## config.mk

```make
export PLATFORM = sky130hd
export DESIGN_NAME = delay_arbiter
export DESIGN_NICKNAME = d
export VERILOG_FILES = /design/src/rtl/delay_arbiter.sv
export SDC_FILE = /design/constraint.sdc
export NUM_CORES = 1
export LEC_CHECK = 0
export ABC_AREA = 1
export CORE_UTILIZATION = 45
export DETAILED_ROUTE_END_ITERATION = 8
export HOLD_SLACK_MARGIN = 0.1
export PLACE_DENSITY = 0.89
export SLEW_MARGIN = 5
export SYNTH_ARGS = -nofsm -noshare
export SYNTH_HDL_FRONTEND = slang
export SYNTH_SLANG_ARGS = --single-unit
```

## constraint.sdc

```tcl
create_clock -name clk -period 2.7 [get_ports clk]
set_input_delay 0.54 -clock clk [delete_from_list [all_inputs] [get_ports clk]]
set_output_delay 0.54 -clock clk [all_outputs]
set_load 0.005 [all_outputs]
```

## src/rtl/delay_arbiter.sv

```systemverilog
// delay_arbiter: round-robin owner of one shared delay counter.
// Latches the winner's delay, runs the counter, pulses done to the winner.
module delay_arbiter #(
  parameter int N_REQ = 4,
  parameter int WIDTH = 24
) (
  input  logic                   clk,
  input  logic                   reset,
  input  logic [N_REQ-1:0]       req,
  input  logic [N_REQ*WIDTH-1:0] delay,
  output logic [N_REQ-1:0]       grant,
  output logic [N_REQ-1:0]       done,
  output logic                   busy,
  output logic                   cnt_reset,
  output logic [WIDTH-1:0]       cnt_num,
  input  logic                   cnt_counted
);

  localparam int IW = (N_REQ > 1) ? $clog2(N_REQ) : 1;

  typedef enum logic [1:0] {
    IDLE = 2'd0,
    LOAD = 2'd1,
    RUN  = 2'd2,
    DONE = 2'd3
  } state_e;

  state_e           state_q, state_d;
  logic [IW-1:0]    ptr_q, ptr_d;
  logic [IW-1:0]    sel_q, sel_d;
  logic [WIDTH-1:0] num_q, num_d;

  logic [WIDTH-1:0] dly [N_REQ];
  logic             found;
  logic [IW-1:0]    pick;
  logic [IW:0]      idx;
  logic [IW-1:0]    sel_inc;
  logic [N_REQ-1:0] sel_oh;

  // Split the flat delay bus into one word per requester.
  for (genvar g = 0; g < N_REQ; g++) begin : g_dly
    assign dly[g] = delay[g*WIDTH +: WIDTH];
  end

  // Pointer past the current owner, wrapping at N_REQ.
  assign sel_inc = (sel_q == IW'(N_REQ-1)) ? '0 : sel_q + 1'b1;

  assign sel_oh = N_REQ'(1) << sel_q;

  // Round-robin search: first raised req at or above ptr, with wrap.
  always_comb begin
    found = 1'b0;
    pick  = '0;
    idx   = '0;
    for (int j = 0; j < N_REQ; j++) begin
      idx = {1'b0, ptr_q} + (IW+1)'(j);
      if (idx >= (IW+1)'(N_REQ)) begin
        idx = idx - (IW+1)'(N_REQ);
      end
      if (!found && req[idx[IW-1:0]]) begin
        found = 1'b1;
        pick  = idx[IW-1:0];
      end
    end
  end

  // State, rr pointer, owner and latched delay.
  always_ff @(posedge clk) begin
    if (reset) begin
      state_q <= IDLE;
      ptr_q   <= '0;
      sel_q   <= '0;
      num_q   <= '0;
    end else begin
      state_q <= state_d;
      ptr_q   <= ptr_d;
      sel_q   <= sel_d;
      num_q   <= num_d;
    end
  end

  // Next state: abort outranks counted; ptr moves past sel on exit.
  always_comb begin
    state_d = state_q;
    ptr_d   = ptr_q;
    sel_d   = sel_q;
    num_d   = num_q;
    unique case (state_q)
      IDLE: begin
        if (found) begin
          sel_d   = pick;
          num_d   = dly[pick];
          state_d = LOAD;
        end
      end
      LOAD: begin
        state_d = (num_q == '0) ? DONE : RUN;
      end
      RUN: begin
        if (!req[sel_q]) begin
          state_d = IDLE;
          ptr_d   = sel_inc;
        end else if (cnt_counted) begin
          state_d = DONE;
        end
      end
      DONE: begin
        state_d = IDLE;
        ptr_d   = sel_inc;
      end
      default: begin
        state_d = IDLE;
      end
    endcase
  end

  // Outputs decoded purely from registered state.
  always_comb begin
    grant     = '0;
    done      = '0;
    busy      = 1'b1;
    cnt_reset = 1'b1;
    unique case (state_q)
      IDLE: begin
        busy = 1'b0;
      end
      LOAD: begin
        grant = sel_oh;
      end
      RUN: begin
        grant     = sel_oh;
        cnt_reset = 1'b0;
      end
      DONE: begin
        grant = sel_oh;
        done  = sel_oh;
      end
      default: begin
        busy = 1'b0;
      end
    endcase
  end

  assign cnt_num = num_q;

endmodule

```

==> results.md <==
- The total CTS buffers is 5.
- Of the total power, registers draw 0.187.
- The path class of the tightest hold or removal check is reg2reg.
- The clock-pin slew reported for the worst setup and hold paths after clock tree synthesis is 0.07 ns.
- The routed length per placed instance is 12.5 um.
- The tool flagged a number of max-cap violations equal to 0.
- The sequential element share of the synthesized area is 0.213.
- The effective utilization at floorplan is 0.470.
- The layout cell share with drive strength beyond 1 is 0.0549.
- Once detail routing completed, the nets flagged for antenna violations numbered 0.
- The number of standard-cell rows in the floorplan is 28.
- The dominant cell type by count on the critical path is sky130_fd_sc_hd__nand3_1.
- The synthesized area per cell is 5.55 sq um.
- The flow ran to the end, and the final reports show no timing, DRC or antenna violations.
- The worst path meets setup with 0.410 ns of slack.
- In the final layout, the multi-input gates occupy 0.00155 sq mm.
- The combined area of all synthesized cells is 0.00282 sq mm.
- After clock tree synthesis, the setup repair step added 0 buffers.
- For this design the ratio of total power to cell area is 959 mW/mm^2.
- Setup violations remaining at the end of the flow were counted as 0.
- The clock network latency to the later pin of the worst-skew pair is 0.29 ns.
- Summed over all layers, the global routing overflow is 0.
- The DRC violation count after routing is 0.
- The origin of the worst min-delay path is cnt_num[14].
- The static power due to leakage is 2.27 nW.
- In this run the count of I/O pins placed on the die edge is 137.
- The reg2reg setup slack is 0.42 ns.
- TritonCTS built the clock tree.
- The global-route wire length before repair is 14,500 um.
- The largest area contributor in the synthesized netlist is sky130_fd_sc_hd__dfxtp_1.
- From left edge to right edge, the die measures 81.1 um.
- The congestion estimate from routability-driven global placement came to 0.926.
- The source of the worst register-to-register timing path is ptr_q[0].
- The switching power of the nets is 2.04 mW.
- The fraction of the cycle the final worst path needs is 0.848.
- Yosys attributes the largest share of cell area to sky130_fd_sc_hd__dfxtp_1, sky130_fd_sc_hd__nand3_1, sky130_fd_sc_hd__inv_1, sky130_fd_sc_hd__nand2_1, sky130_fd_sc_hd__nand3b_1.
- After technology mapping, the gate count stands at 508.
- IR analysis of the VDD net gives a maximum drop of 0.581 mV.
- The filler cells instantiated in the layout total 523.
- At the end of the flow, the number of nets in the layout was 744.
- The signal on the critical path passes through clkdlybuf4s50_1 -> inv_1 -> nand2_1 -> nand3_1 -> nand2_2 -> nor2_4 -> nand3_2 -> nand3_1 -> nand2_2 -> inv_2 -> nand3_1 -> nand3_1 -> nand2_1 -> inv_1.
- The detailed router finished its first iteration with 179 violations.
- In this run the worst path has a maximum fanout of 24.
- The worst register-to-register path ends at cnt_num[15].
- The share of synthesized area in the top cell type comes to 0.213.
- The number of sinks driven by the clock tree is 30.
- The core area is 0.00599 sq mm.
- For the worst setup path, the data required time is 2.94 ns.
- The die covers 0.00658 sq mm.
- The internal power consumption is 2.10 mW.
- When the netlist entered floorplanning its net count stood at 615.
- The die height is 81.1 um.
- The slew at the pin closest to its max-slew limit is 0.494 ns.
- The root cell of the clock tree is sky130_fd_sc_hd__clkbuf_8.
- After detailed routing, the number of vias per cell comes to 4.99.
- The number of instances resized during post-cts repair is 0.
- The clock passes through at most 2 buffers.
- Between clock sinks in the finished design, the worst skew comes to 0.00407 ns.
- The fraction of power consumed by the clock network is 0.093.
- Setup repair after global routing left no endpoint under its margin.
- The detailed placer's ending HPWL is 7120 um.
- During placement, the flow inserted port buffers numbering 136.
- The total power after layout is 4.14 mW.
- The number of antenna violations at the first check in global routing is 0.
- The via count of the first global-routing pass is 3,361.
- For this design, the slowest cell found on the critical path is sky130_fd_sc_hd__clkdlybuf4s50_1.
- The kind of start point of the critical path is an input port.
- The count of H-tree levels built during CTS is 2.
- Before antenna repair, the detailed router went through 5 iterations.
- Hold repair after CTS inserted 0 buffers.
- The cell count of the worst reg-to-reg path is 14.
- The proportion of power drawn by combinational gates is 0.720.
- In this run, synthesis produced a sequential element count of 30.
- Of the total power, the share spent switching nets is 0.493.
- The relative max-transition margin is 0.669.
- OpenSTA, run right after detailed placement, puts the worst setup slack at 0.173 ns.
- The data arrival time of the critical path is 2.53 ns.
- The worst slack on hold paths is 0.564 ns.
- Summing over every cut layer, the via total after detailed routing is 3,558.
- The highest clock rate is 0.437 GHz.
- The hold violation count in the final report is 0.
- In this design, the stage delay of the slowest critical-path cell is 0.45 ns.
- The maximum number of pins on one net before global-route repair is 32.
- The instance count along the most critical hold path is 4.
- The setup path with the least slack is of type in2reg.
- The worst setup path is captured at a register.
- The max-slew violation total from the final report is 0.
- The number of distinct library cells after synthesis is 24.
- Registers take 601 sq um.
- The aggregate global-route resource usage is 0.284.
- Relative to the synthesized area, the layout overhead comes to 53.2%.
- The repair_antennas step left the layout with diodes totalling 0.
- Counting I/O delays and the setup requirement, the final critical path takes 2.29 ns.
- The warning count from the yosys run is 0.
- The sink of the worst hold path is cnt_num[14].
- The total negative slack for setup checks is 0 ns.
- The routed design has 8950 um of wire.
==> placed cells by master, fill, tap and decap left out <==
cell type,n
sky130_fd_sc_hd__inv_1,130
sky130_fd_sc_hd__clkbuf_8,6
sky130_fd_sc_hd__nor2_4,1
sky130_fd_sc_hd__o21ai_1,3
sky130_fd_sc_hd__buf_12,1
sky130_fd_sc_hd__clkinvlp_4,1
sky130_fd_sc_hd__nand3b_1,25
sky130_fd_sc_hd__nor4_1,3
sky130_fd_sc_hd__clkinv_2,1
sky130_fd_sc_hd__clkdlybuf4s50_1,136
sky130_fd_sc_hd__nand3_1,102
sky130_fd_sc_hd__nand4_1,5
sky130_fd_sc_hd__nand2_2,7
sky130_fd_sc_hd__nand3_2,1
sky130_fd_sc_hd__o22ai_1,1
sky130_fd_sc_hd__dfxtp_1,30
sky130_fd_sc_hd__ha_1,4
sky130_fd_sc_hd__inv_2,4
sky130_fd_sc_hd__a21oi_1,27
sky130_fd_sc_hd__nand2_1,108
sky130_fd_sc_hd__nor2_1,24
sky130_fd_sc_hd__o21ai_0,3
sky130_fd_sc_hd__or2_2,1
sky130_fd_sc_hd__a211oi_1,2
sky130_fd_sc_hd__buf_4,12
==> sequential cells by signal, summed over array words and instances (netlist names) <==
| signal | cells |
|---|---|
| cnt_num | 24 |
| sel_q | 2 |
| state_q | 2 |
| ptr_q | 2 |
==> area by class of cell <==
cell class                      count  area share
Clock inverter                      2     0.00290
Tap cell                           75      0.0217
Clock buffer                        6      0.0191
Inverter                          134       0.117
Timing Repair Buffer              149       0.341
Sequential cell                    30       0.139
Multi-Input combinational cell    317       0.360
==> metal layers <==
layer	vias up	wire length, um	GRT usage
li1	1814	-	-
met3	14	625	0.0730
met4	0	130	0.0911
met5	-	0	0
met2	140	4780	0.549
met1	1590	3410	0.294
==> synthesized netlist by cell type (all sizes together) <==
library cell,number
inv,134
nand2,115
nand3,103
dfxtp,30
a21oi,27
nand3b,25
nor2,25
buf,22
o21ai,6
clkbuf,5
nand4,5
ha,4
nor4,3
a211oi,2
o22ai,1
or2,1
==> power by group through the flow <==
stage	Sequential, mW	Combinational, mW	Clock, mW
after floorplan	0.750	2.03	0
after global placement	0.769	2.86	0
after detailed placement	0.775	2.96	0
after CTS	0.770	2.98	0.396
after global routing	0.793	3.35	0.409
final	0.772	2.98	0.385
==> through the flow <==
step / instances / area (sq um) / utilization
after floorplan: 508 / 2820 / -
after global placement: 705 / 4220 / 0.704
after detailed placement: 705 / 4220 / 0.704
after CTS: 713 / 4320 / 0.720
after global routing: 713 / 4320 / 0.720
final: 713 / 4320 / 0.720
==> how the worst max path moves through the flow <==
stage / startpoint / endpoint / slack [ns] / depth (start not counted)
floorplan: req[1] / cnt_num[19] / 0.87 / 11
global placement: req[3] / cnt_num[16] / 0.25 / 15
detailed placement: req[3] / cnt_num[16] / 0.17 / 14
CTS: req[3] / cnt_num[15] / 0.45 / 14
global route: ptr_q[0] / cnt_num[13] / 0.20 / 14
finish: req[3] / cnt_num[15] / 0.41 / 14
==> cell families after synthesis <==
kind of cell / Yosys count / synth area share
buffers and inverters: 161 / 0.237
AO/OA/AOI/OAI: 36 / 0.0662
AND/OR/NAND/NOR: 277 / 0.466
flip-flops: 30 / 0.213
adder cells (fa/ha/maj): 4 / 0.0178
==> critical path, delay by kind of cell <==
kind / cells / cell delay, ns
and+or+nand+nor: 10 / 1.05
buffers and inverters: 4 / 0.93
No activity file was read; power rests on OpenSTA's default activity.
